**src/rtl/mux_sel_rr_arbiter.sv**
```systemverilog
// Round-robin arbiter that drives the 2-bit select of a 4:1 mux with a minimum dwell per grant.
// Optional feature macro: MUX_SEL_LOCK_EN adds a lock input that suppresses timeslice preemption.
module mux_sel_rr_arbiter #(
    parameter int unsigned HOLD_CYCLES = 4
) (
    input  logic       clk,
    input  logic       rst,
    input  logic [3:0] req,
`ifdef MUX_SEL_LOCK_EN
    input  logic       lock,
`endif
    output logic [1:0] sel,
    output logic [3:0] grant,
    output logic       valid
);

    localparam int unsigned CNT_W = (HOLD_CYCLES > 1) ? $clog2(HOLD_CYCLES) : 1;
    localparam logic [CNT_W-1:0] CNT_MAX = CNT_W'(HOLD_CYCLES - 1);

    typedef enum logic [0:0] {
        IDLE  = 1'b0,
        GRANT = 1'b1
    } state_t;

    state_t           state, state_n;
    logic [1:0]       last, last_n;
    logic [1:0]       sel_n;
    logic [3:0]       grant_n;
    logic             valid_n;
    logic [CNT_W-1:0] cnt, cnt_n;

    logic             hold_lock;
    logic             other_req;
    logic             release_v;
    logic [2:0]       idle_pick;
    logic [2:0]       rel_pick;

    // First set bit scanning upward from start with wrap; returns {found, index}.
    function automatic logic [2:0] rr_pick(input logic [3:0] r, input logic [1:0] start);
        logic [2:0] res;
        logic [1:0] idx;
        res = 3'b000;
        for (int i = 3; i >= 0; i--) begin
            idx = start + 2'(i);
            if (r[idx]) res = {1'b1, idx};
        end
        return res;
    endfunction

`ifdef MUX_SEL_LOCK_EN
    assign hold_lock = lock;
`else
    assign hold_lock = 1'b0;
`endif

    assign other_req = |(req & ~(4'b0001 << sel));
    assign idle_pick = rr_pick(req, last + 2'd1);
    assign rel_pick  = rr_pick(req & ~(4'b0001 << sel), sel + 2'd1);

    always_ff @(posedge clk or posedge rst) begin
        if (rst) begin
            state <= IDLE;
            sel   <= 2'b00;
            grant <= 4'b0000;
            valid <= 1'b0;
            cnt   <= '0;
            last  <= 2'd3;
        end else begin
            state <= state_n;
            sel   <= sel_n;
            grant <= grant_n;
            valid <= valid_n;
            cnt   <= cnt_n;
            last  <= last_n;
        end
    end

    // Next-state: idle pick, voluntary release, timeslice preemption, same-edge hand-off.
    always_comb begin
        state_n   = state;
        sel_n     = sel;
        grant_n   = grant;
        valid_n   = valid;
        cnt_n     = cnt;
        last_n    = last;
        release_v = 1'b0;
        case (state)
            IDLE: begin
                valid_n = 1'b0;
                grant_n = 4'b0000;
                cnt_n   = '0;
                if (idle_pick[2]) begin
                    state_n = GRANT;
                    sel_n   = idle_pick[1:0];
                    last_n  = idle_pick[1:0];
                    grant_n = 4'(4'b0001 << idle_pick[1:0]);
                    valid_n = 1'b1;
                end
            end
            GRANT: begin
                release_v = !req[sel] || ((cnt == CNT_MAX) && other_req && !hold_lock);
                if (release_v) begin
                    cnt_n = '0;
                    if (rel_pick[2]) begin
                        sel_n   = rel_pick[1:0];
                        last_n  = rel_pick[1:0];
                        grant_n = 4'(4'b0001 << rel_pick[1:0]);
                        valid_n = 1'b1;
                    end else begin
                        state_n = IDLE;
                        grant_n = 4'b0000;
                        valid_n = 1'b0;
                    end
                end else if (cnt != CNT_MAX) begin
                    cnt_n = cnt + CNT_W'(1);
                end
            end
            default: begin
                state_n = IDLE;
                grant_n = 4'b0000;
                valid_n = 1'b0;
            end
        endcase
    end

endmodule

```
**config.mk**
```make
export PLATFORM = sky130hd
export DESIGN_NAME = mux_sel_rr_arbiter
export DESIGN_NICKNAME = d
export VERILOG_FILES = /design/src/rtl/mux_sel_rr_arbiter.sv
export SDC_FILE = /design/constraint.sdc
export NUM_CORES = 1
export LEC_CHECK = 0
export ABC_AREA = 0
export CAP_MARGIN = 20
export CORE_UTILIZATION = 53
export CTS_CLUSTER_DIAMETER = 80
export CTS_CLUSTER_SIZE = 24
export DETAILED_ROUTE_END_ITERATION = 8
export MAX_ROUTING_LAYER = met4
export PLACE_DENSITY = 0.86
export SYNTH_ARGS = -nofsm -noshare
export SYNTH_HDL_FRONTEND = slang
export SYNTH_SLANG_ARGS = --single-unit
```
**constraint.sdc**
```tcl
create_clock -name clk -period 2.8 [get_ports clk]
set_input_delay 0.42 -clock clk [delete_from_list [all_inputs] [get_ports clk]]
set_output_delay 0.42 -clock clk [all_outputs]
set_load 0.01 [all_outputs]
```
-- Word level (Yosys, flattened, before mapping)
Cells that the tools add are included.
- add/subtract/negate cells: 9
- shift operators: 3
- multiplexer cells: 43
- reduce and logical (&&, ||, !) cells: 5
- bitwise logic cells: 3
- order comparisons: 9
- equality and inequality tests: 6
- operators by type and width (kind ; number):
    2-bit by 3-bit less-than comparator with 1-bit output (second input constant) ; 9
    3-bit two-way mux ; 8
    1-bit binary-select mux with 2-bit select ; 9
    1-bit two-way mux ; 13
    4-bit two-way mux ; 3
    1-bit by 2-bit << shifter with 4-bit output (first input constant) ; 3
    2-bit by 1-bit adder with 2-bit output (second input constant) ; 5
    2-bit two-way mux ; 5
    2-bit adder (second input constant) ; 4
    2-bit case mux with 2 select lines ; 2
    4-bit case mux with 2 select lines ; 1
    4-bit bitwise AND ; 1
    2-bit by 1-bit inequality test with 1-bit output (second input constant) ; 2
    2-bit inequality test (second input constant) ; 2
    4-bit inverter ; 1
    1-bit case mux with 2 select lines ; 2
    4-bit OR reduction ; 1
    3-bit by 1-bit inequality test with 1-bit output (second input constant) ; 1
    3-bit AND reduction ; 1
    2-bit equality test (second input constant) ; 1
    1-bit logical AND ; 1
    1-bit zero test ; 1
    1-bit logical OR ; 1
    1-bit inverter ; 1
- logic and storage cells: 84
- bits in registers: 12

-- Longest topological paths before layout
Gate-level depths: netlist of run 1.
- depth in word-level cells: 13
- mapped depth: 9

-- Worst setup path after synthesis of run 1
OpenSTA, ideal clock, no wires.
- path kind: register to register
- start: register sel[0]
- end: register sel[0]
- data required time: 2648 ps
- stages on the path, launching flop included: 10
- path slack: 744 ps
- buffers on the path: 2
- library setup time: 152 ps
- data arrival time: 1904 ps
- path through: dfrtp_1 buf_2 inv_1 ha_1 and2b_4 o41ai_4 nand2_1 buf_6 nand4_2 o221ai_1
- word-level cells in the longest chain between the ends: 12
- elaborated cells between the ends (all ways): 31
- classes of those cells: 4 x add/sub; 2 x eq/ne; 1 x shift; 17 x mux; 2 x bitwise; 5 x reduce/logical
- RTL lines (item ; RTL line ; source):
    start, declared ; 12 ; output logic [1:0] sel,
    start signal, assigned ; 70 ; sel <= sel_n;
    parallel branches: the longest is 12 deep, another holds 2-bit by 1-bit adder with 2-bit output ; -- ;
Several ways; the timed one is not identified. The select of a mux whose other input is x is not followed.
A chain may end at the register's enable or synchronous reset.

-- Worst setup path after layout of run 1
Ends and elaborated chain as after synthesis.

==> flow_summary.ini, run 1 <==
[yosys]
synthCells = 104
synth_area_leaders = dfrtp_1, ha_1, dfstp_2
synth-edff-count = 0
synth_fa_ha_area_frac = 0.0651
yosysSeqAreaShare = 0.315
syn_area_per_cell_um2 = 9.24
async_flop_share = 1.00
synth_top_area_cell = dfrtp_1
synth_nets = 115
synth-simple-area-share = 0.220
synth_cell_types = 44
synth_seq_cells = 12
synth_top_cell_area_share = 0.260
synthesis.area_um2 = 961
yosysWarnings = 0
synth_top_family_by_area = compound AO/OA/AOI/OAI gates
synth_compound_area_frac = 0.303
synth_xor_area_frac = 0.00911
synth_flop_cell = dfrtp_1
synth_mux_area_frac = 0.0208

[clocking]
cts_setup_buffers = 0
postCtsHoldBufs = 0
clk_pin_slew_ns = 0.08
cts.sinks = 12
htree_num_levels = 1
cts_tree = yes
numCtsBuffers = 3
clk_path_buf_depth = 2
insertion_delay_ns = 0.28
cts.repair.resized = 0
cts.root.buffer_cell = clkbuf_4

[route]
post_drt_via_cell_ratio = 6.27
route.detailed.drc = 0
top_layer = met4
routed-via-count = 878
wl_per_cell_um = 15.7
wl_mm = 2.19
dr.pass1.iters = 4
drt_iter0_drc = 24
wl_met3_um = 142
drt-met1-wl_um = 964
postRouteAntennaNets = 0
route.met2.wl_mm = 1.04

[cells_and_area]
diodes = 0
drive_gt1_frac = 0.130
regArea_um2 = 303
multi_input_area_um2 = 594
fillers = 146
area_growth_syn_to_layout_pct = 15.0
layout.nets = 127

[global_route]
grt_usage = 0.261
grt-ovfl-total = 0
grt_max_degree = 14
grt_antenna_before_repair = 0
grt_pass1_wl_mm = 3.68
grt_pass1_vias = 813

[die]
start_util = 0.563
io_pins = 13
die_y_um = 44.6
die_w_um = 44.6
num_rows = 15
fp.dieArea_um2 = 1990
coreArea_um2 = 1710

[worst_setup_path]
rr_worst_depth = 7
rr_endpoint = sel[0]$_DFFE_PP0P_
cp_slowest_cell = dfrtp_1
cp.arrival_ns = 2.46
ff2ff_setup_slack_ns = 0.47
path_class = reg2reg
crit_path_max_fanout = 13
cp-end-kind = flip-flop
rr_startpoint = sel[0]$_DFFE_PP0P_
startpoint_type = flip-flop
crit_required_ns = 2.93
max_stage_delay_ns = 0.52
path_cells = inv_1, ha_1, and2b_4, o41ai_4, nand2_1, nand4_2, o221ai_1

[pwr]
peakVddDrop_mv = 0.667
pwr-share-clk = 0.087
power_w = 0.00131
p_seq_frac = 0.282
combPwrFrac = 0.630
internal_power_w = 0.000712
p_sw_w = 0.000598
p_leak_nw = 0.470
swShare = 0.456
power_density_nw_per_um2 = 1190

[placement]
gp_congestion = 0.843
hpwl_mm = 1.61
io_buffers = 12

[timing]
setup_viol = 0
rsz0062_at_grt = false
skew_ns = 0.0106
fin_crit_sh = 0.831
timing_hold_violations_final = 0
maxSlewViolCount = 0
tightest_slew_ns = 0.539
min_period_ns = 2.33
slew_headroom = 0.641
fmax_mhz = 430
setup_tns_ns = 0

[hold_path]
hp-class = in2async

[run_status]
status = complete, no violations

[job]
drv_cap = 0
## cells by family (layout without fill, tap and decap cells)
kind of cell	Yosys count	after routing
and+or+nand+nor	35	35
xor gates and xnor gates	1	1
buffers and inverters	13	24
DFF	12	12
muxes	2	2
AOI/OAI and AO/OA	36	36
adders and majority gates	5	5
## metal layers
layer	track usage	up-vias
met5	-	-
met4	0.0970	0
met3	0.0612	9
met2	0.391	39
met1	0.342	418
li1	-	412
## cells in the mapped netlist (2+ instances only)
master	count
a211oi_1	4
a21o_1	2
a21oi_1	3
a31oi_1	5
and2b_4	2
buf_2	3
dfrtp_1	10
dfstp_2	2
ha_1	5
inv_1	8
mux2i_1	2
nand2_1	8
nand2b_1	3
nand4_1	3
nor2_1	6
nor2b_1	3
o211ai_1	2
o21ai_0	3
o221ai_1	3
o22a_1	2
or4_4	2
## registers in the layout, summed over array words and instances, names as in the netlist
name,flops
grant,4
last,2
valid,1
state,1
sel,2
cnt,2
## cells in the final DEF (no fill, tap or decap), drive strengths merged, types with 2 or more instances in the layout
cell / count
nor2: 7
ha: 5
o21ai: 4
nand2: 8
inv: 8
nor2b: 3
a21o: 2
o211ai: 2
dfstp: 2
nand4: 4
o221ai: 3
a31oi: 5
clkbuf: 4
o22ai: 2
a211oi: 4
clkdlybuf4s50: 12
and2b: 3
or4: 2
nand2b: 3
dfrtp: 10
mux2i: 2
a21oi: 3
o22a: 2
## metrics by stage
stage	utilization	std cells	area [um2]	setup slack, ns	hold WS, ns
final	0.647	140	1100	0.473	0.438
after global routing	0.647	140	1100	0.232	0.516
after CTS	0.647	140	1100	0.493	0.457
after detailed placement	0.632	136	1080	0.318	0.499
after global placement	0.632	136	1080	0.375	0.501
after floorplan	-	104	961	0.744	0.283
## how the worst max path moves through the flow
| stage | startpoint | end | slack (ns) |
|---|---|---|---|
| 3_3_place_gp | req[1] | grant[2]$_DFFE_PP0P_ | 0.38 |
| 2_1_floorplan | sel[0]$_DFFE_PP0P_ | sel[0]$_DFFE_PP0P_ | 0.74 |
| 5_1_grt | sel[0]$_DFFE_PP0P_ | grant[0]$_DFFE_PP0P_ | 0.23 |
| 6_report | sel[0]$_DFFE_PP0P_ | sel[0]$_DFFE_PP0P_ | 0.47 |
| 4_1_cts | sel[0]$_DFFE_PP0P_ | grant[0]$_DFFE_PP0P_ | 0.49 |
| 3_5_place_dp | req[1] | grant[0]$_DFFE_PP0P_ | 0.32 |
## final cells by class
| cell class | count | share of cell area |
|---|---|---|
| clock buffers | 4 | 0.0238 |
| inverters | 8 | 0.0272 |
| multi-input cells | 79 | 0.538 |
| flip-flops and latches | 12 | 0.274 |
| well taps | 25 | 0.0283 |
| repair buffers | 12 | 0.109 |
## worst max-delay path, delay by kind of cell, from the launching register on
kind            cells  cell delay (ns)
simple gates        3             0.75
buf+inv             1             0.19
fa+ha+maj           1             0.20
flops               1             0.52
compound gates      2             0.52
## power by group through the flow
stage               sequential, W  combinational (W)  clock (W)
global route             0.000388           0.000913   0.000122
floorplan                0.000358           0.000612          0
CTS                      0.000371           0.000822   0.000115
detailed placement       0.000373           0.000817          0
finish                   0.000370           0.000826   0.000114
global placement         0.000368           0.000786          0
Power figures use the tool's default switching activity.
==> run 2: changes to the inputs <==
--- a/config.mk
+++ b/config.mk
@@ -7,12 +7,12 @@
 export LEC_CHECK = 0
 export ABC_AREA = 0
 export CAP_MARGIN = 20
-export CORE_UTILIZATION = 53
+export CORE_UTILIZATION = 48
 export CTS_CLUSTER_DIAMETER = 80
 export CTS_CLUSTER_SIZE = 24
 export DETAILED_ROUTE_END_ITERATION = 8
 export MAX_ROUTING_LAYER = met4
-export PLACE_DENSITY = 0.86
+export PLACE_DENSITY = 0.83
 export SYNTH_ARGS = -nofsm -noshare
 export SYNTH_HDL_FRONTEND = slang
 export SYNTH_SLANG_ARGS = --single-unit
==> constraint.sdc (replaced) <==
create_clock -name clk -period 2.07 [get_ports clk]
set_input_delay 0.3105 -clock clk [delete_from_list [all_inputs] [get_ports clk]]
set_output_delay 0.3105 -clock clk [all_outputs]
set_load 0.01 [all_outputs]
==> flow_summary.ini, run 2 (synthesis gave the netlist of run 1 again) <==
[cells_and_area]
layout.nets = 142
final_common_cell = buf_4
largest-register = grant
final_cell_count_no_fill = 155
fillers = 152
drive_gt1_frac = 0.262
regArea_um2 = 303
multi_input_area_um2 = 607
diodes = 0
largest_reg_flops = 4
fin_area_um2 = 1240
area_growth_syn_to_layout_pct = 29.0
final_cell_mix = buf_4, clkdlybuf4s50_1, dfrtp_1

[global_route]
grt-ovfl-total = 0
grt_pass1_wl_mm = 3.69
grt_max_degree = 13
grt_usage = 0.250
grt_antenna_before_repair = 0
grt_pass1_vias = 856

[placement]
dp_slack_ns = -0.0553
placed_area_um2 = 1180
hpwl_mm = 1.85
gp_congestion = 0.892
io_buffers = 12
post-place-cells = 150

[worst_setup_path]
crit_required_ns = 2.20
critPathTopFamily = compound AO/OA/AOI/OAI gates
max_stage_delay_ns = 0.42
crit_path_max_fanout = 12
startpoint = sel[0]$_DFFE_PP0P_
crit_buf_inv = 2
startpoint_type = flip-flop
rr_startpoint = sel[0]$_DFFE_PP0P_
cp-end-kind = flip-flop
cp.arrival_ns = 2.13
cp_slowest_cell = o41ai_4
path_class = reg2reg
path_cells = inv_1, ha_1, and2b_4, o41ai_4, nand2_1, buf_4, nand4_2, o221ai_1

[timing]
fin_crit_sh = 0.965
maxSlewViolCount = 0
fmax_mhz = 501
setup_viol = 0
timing_hold_violations_final = 0
fin_ws_ns = 0.0733
tightest_slew_ns = 0.459
min_period_ns = 2.00
skew_ns = 0.00189
slew_headroom = 0.694

[clocking]
cts.root.buffer_cell = clkbuf_4
clk_path_buf_depth = 2
htree_num_levels = 1
insertion_delay_ns = 0.27
cts_tree = yes
cts.sinks = 12
numCtsBuffers = 3
postCtsHoldBufs = 0
clk_pin_slew_ns = 0.07

[die]
fp.dieArea_um2 = 2180
coreArea_um2 = 1800
num_rows = 15
io_pins = 13
die_w_um = 46.7
die_y_um = 46.7
start_util = 0.533

[route]
drt_iter0_drc = 18
postRouteAntennaNets = 0
post_drt_via_cell_ratio = 5.95
wl_per_cell_um = 15.7
route.detailed.drc = 0
dr.pass1.iters = 4
routed-via-count = 923
wl_mm = 2.43

[pwr]
power_w = 0.00203
peakVddDrop_mv = 0.945
power_density_nw_per_um2 = 1630
p_leak_nw = 0.547

[hold_path]
hp-class = in2async

[run_status]
status = complete, no violations

[job]
drv_cap = 0
[run 2: area by class of cell]
class / instances / area share
repair buffers: 27 / 0.188
clock buffers: 4 / 0.0293
inverters: 8 / 0.0242
flip-flops and latches: 12 / 0.244
multi-input cells: 79 / 0.489
well taps: 25 / 0.0252
[run 2: where the power goes]
part	total [W]	internal, W	leakage, nW	switching (W)
sequential	0.000466	0.000374	0.139	0.0000922
clock	0.000182	0.000107	0.0210	0.0000754
combinational	0.00138	0.000672	0.387	0.000705
total	0.00203	0.00115	0.547	0.000873
[run 2: stage by stage]
stage               utilization  setup TNS, ns  hold slack [ns]
global placement          0.657              0            0.496
global route              0.688        -0.0347            0.388
finish                    0.688              0            0.336
CTS                       0.677              0            0.346
detailed placement        0.657         -0.116            0.497
floorplan                     -              0            0.174
[run 2: what timing repair did]
action | CTS | global route
setup buffers | 0 | 1
resized for setup | 0 | 3
endpoints found under the setup margin | 0 | 6
[run 2: final timing paths]
kind	to	cells after the start	slack (ns)
worst min register to register	valid$_DFFE_PP0P_	1	0.52
worst min-delay path	grant[2]$_DFFE_PP0P_	2	0.34
worst max register to register	sel[0]$_DFFE_PP0P_	8	0.07
min in group clk	valid$_DFFE_PP0P_	1	0.52
max in group asynchronous	last[0]$_DFFE_PP1P_	2	1.40
worst max-delay path	sel[0]$_DFFE_PP0P_	8	0.07
[run 2: per-layer routing]
metal	track usage	wire, um	vias up
li1	-	-	445
met1	0.287	1060	455
met2	0.422	1270	19
met3	0.0462	78	4
met4	0.109	24	0
met5	-	0	-
==> run 3: changes to the inputs <==
==> constraint.sdc (replaced) <==
create_clock -name clk -period 1.76 [get_ports clk]
set_input_delay 0.264 -clock clk [delete_from_list [all_inputs] [get_ports clk]]
set_output_delay 0.264 -clock clk [all_outputs]
set_load 0.01 [all_outputs]
==> flow_summary.ini, run 3 (synthesis gave the netlist of run 1 again) <==
[cells_and_area]
final_cell_mix = buf_4, clkdlybuf4s50_1, dfrtp_1
diodes = 0
layout.nets = 151
largest_reg_flops = 4
final_common_cell = buf_4
largest-register = grant
area_growth_syn_to_layout_pct = 46.0
final_util = 0.778
regArea_um2 = 304
fillers = 127
multi_input_area_um2 = 681
drive_gt1_frac = 0.403

[clocking]
numCtsBuffers = 3
insertion_delay_ns = 0.28
cts.sinks = 12
clk_path_buf_depth = 2
cts_tree = yes
postCtsHoldBufs = 0
htree_num_levels = 1
cts.root.buffer_cell = clkbuf_4
clk_pin_slew_ns = 0.09

[route]
wl_per_cell_um = 18.7
post_drt_via_cell_ratio = 6.35
drt_iter0_drc = 54
route.detailed.drc = 0
dr.pass1.iters = 4
postRouteAntennaNets = 0
wl_mm = 3.07
routed-via-count = 1042

[worst_setup_path]
path_class = reg2reg
rr_endpoint = sel[0]$_DFFE_PP0P_
ff2ff_setup_slack_ns = -0.29
cp-end-kind = flip-flop
rr_startpoint = sel[1]$_DFFE_PP0P_
startpoint_type = flip-flop
crit_path_max_fanout = 3
crit_required_ns = 1.92
cp.arrival_ns = 2.21
rr_worst_depth = 8

[timing]
skew_ns = 0.00561
fmax_mhz = 489
tightest_slew_ns = 0.478
fin_crit_sh = 1.16
rsz0062_at_grt = true
fin_ws_ns = -0.287
slew_headroom = 0.679
setup_viol = 12
timing_hold_violations_final = 0
maxSlewViolCount = 0
min_period_ns = 2.05

[placement]
hpwl_mm = 2.06
gp_congestion = 0.925
io_buffers = 12
dp_slack_ns = -0.313

[global_route]
grt_usage = 0.289
grt-ovfl-total = 0
grt_pass1_vias = 934
grt_max_degree = 13
grt_pass1_wl_mm = 4.17
grt_antenna_before_repair = 0

[die]
coreArea_um2 = 1800
die_y_um = 46.7
fp.dieArea_um2 = 2180
start_util = 0.533
die_w_um = 46.7
num_rows = 15
io_pins = 13

[pwr]
peakVddDrop_mv = 1.47
power_density_nw_per_um2 = 2010
p_leak_nw = 0.607

[run_status]
status = finished, violations left
failed_checks = setup timing

[hold_path]
hp-class = in2async

[job]
drv_cap = 0
-- run 3: report_power, final --
group	internal, W	switching, W	total, W
logic	0.00100	0.00100	0.00201
registers	0.000442	0.000135	0.000577
clock network	0.000126	0.000108	0.000234
total	0.00157	0.00125	0.00282
-- run 3: per-stage QoR --
step | setup TNS [ns] | area, um2 | std cells | hold WS, ns | total power, W
4_1_cts | -1.16 | 1350 | 163 | 0.296 | 0.00261
2_1_floorplan | -1.46 | 1000 | 104 | 0.127 | 0.00166
6_report | -2.01 | 1400 | 164 | 0.280 | 0.00282
3_5_place_dp | -2.88 | 1290 | 159 | 0.507 | 0.00230
5_1_grt | -2.37 | 1400 | 164 | 0.338 | 0.00295
3_3_place_gp | -2.41 | 1290 | 159 | 0.492 | 0.00223
-- run 3: worst max path at each step --
stage | startpoint | end | slack (ns) | cells after the start
6_report | sel[1]$_DFFE_PP0P_ | sel[0]$_DFFE_PP0P_ | -0.29 | 8
4_1_cts | sel[1]$_DFFE_PP0P_ | sel[0]$_DFFE_PP0P_ | -0.15 | 8
3_3_place_gp | req[1] | grant[0]$_DFFE_PP0P_ | -0.26 | 6
2_1_floorplan | sel[0]$_DFFE_PP0P_ | grant[2]$_DFFE_PP0P_ | -0.19 | 8
3_5_place_dp | req[1] | last[1]$_DFFE_PP1P_ | -0.31 | 7
5_1_grt | sel[1]$_DFFE_PP0P_ | sel[0]$_DFFE_PP0P_ | -0.27 | 8
-- run 3: critical path, cell delays in order (launching register included) --
cell and delay (ns):
dfrtp_1 0.43, inv_1 0.13, ha_4 0.16, and2b_1 0.21, a211oi_1 0.46, a21oi_1 0.17, buf_4 0.17, nand4_4 0.09
o221ai_2 0.09
-- run 3: layout make-up --
class / instances / area share
well taps: 25 / 0.0223
repair buffers: 36 / 0.227
inverters: 8 / 0.0232
flip-flops and latches: 12 / 0.217
multi-input cells: 79 / 0.485
clock buffers: 4 / 0.0259
-- run 3: metal layers --
metal | global-route usage | vias up | part of all wire
met4 | 0.120 | 0 | 0.042
met2 | 0.481 | 66 | 0.50
li1 | - | 464 | -
met1 | 0.346 | 494 | 0.38
met5 | - | - | 0
met3 | 0.0462 | 18 | 0.081
-- run 3: repair_timing --
action	4_1_cts	5_1_grt
buffers inserted	0	1
gates cloned	0	0
pin swaps	4	1
endpoints found under the setup margin	11	13
resized for setup	9	11
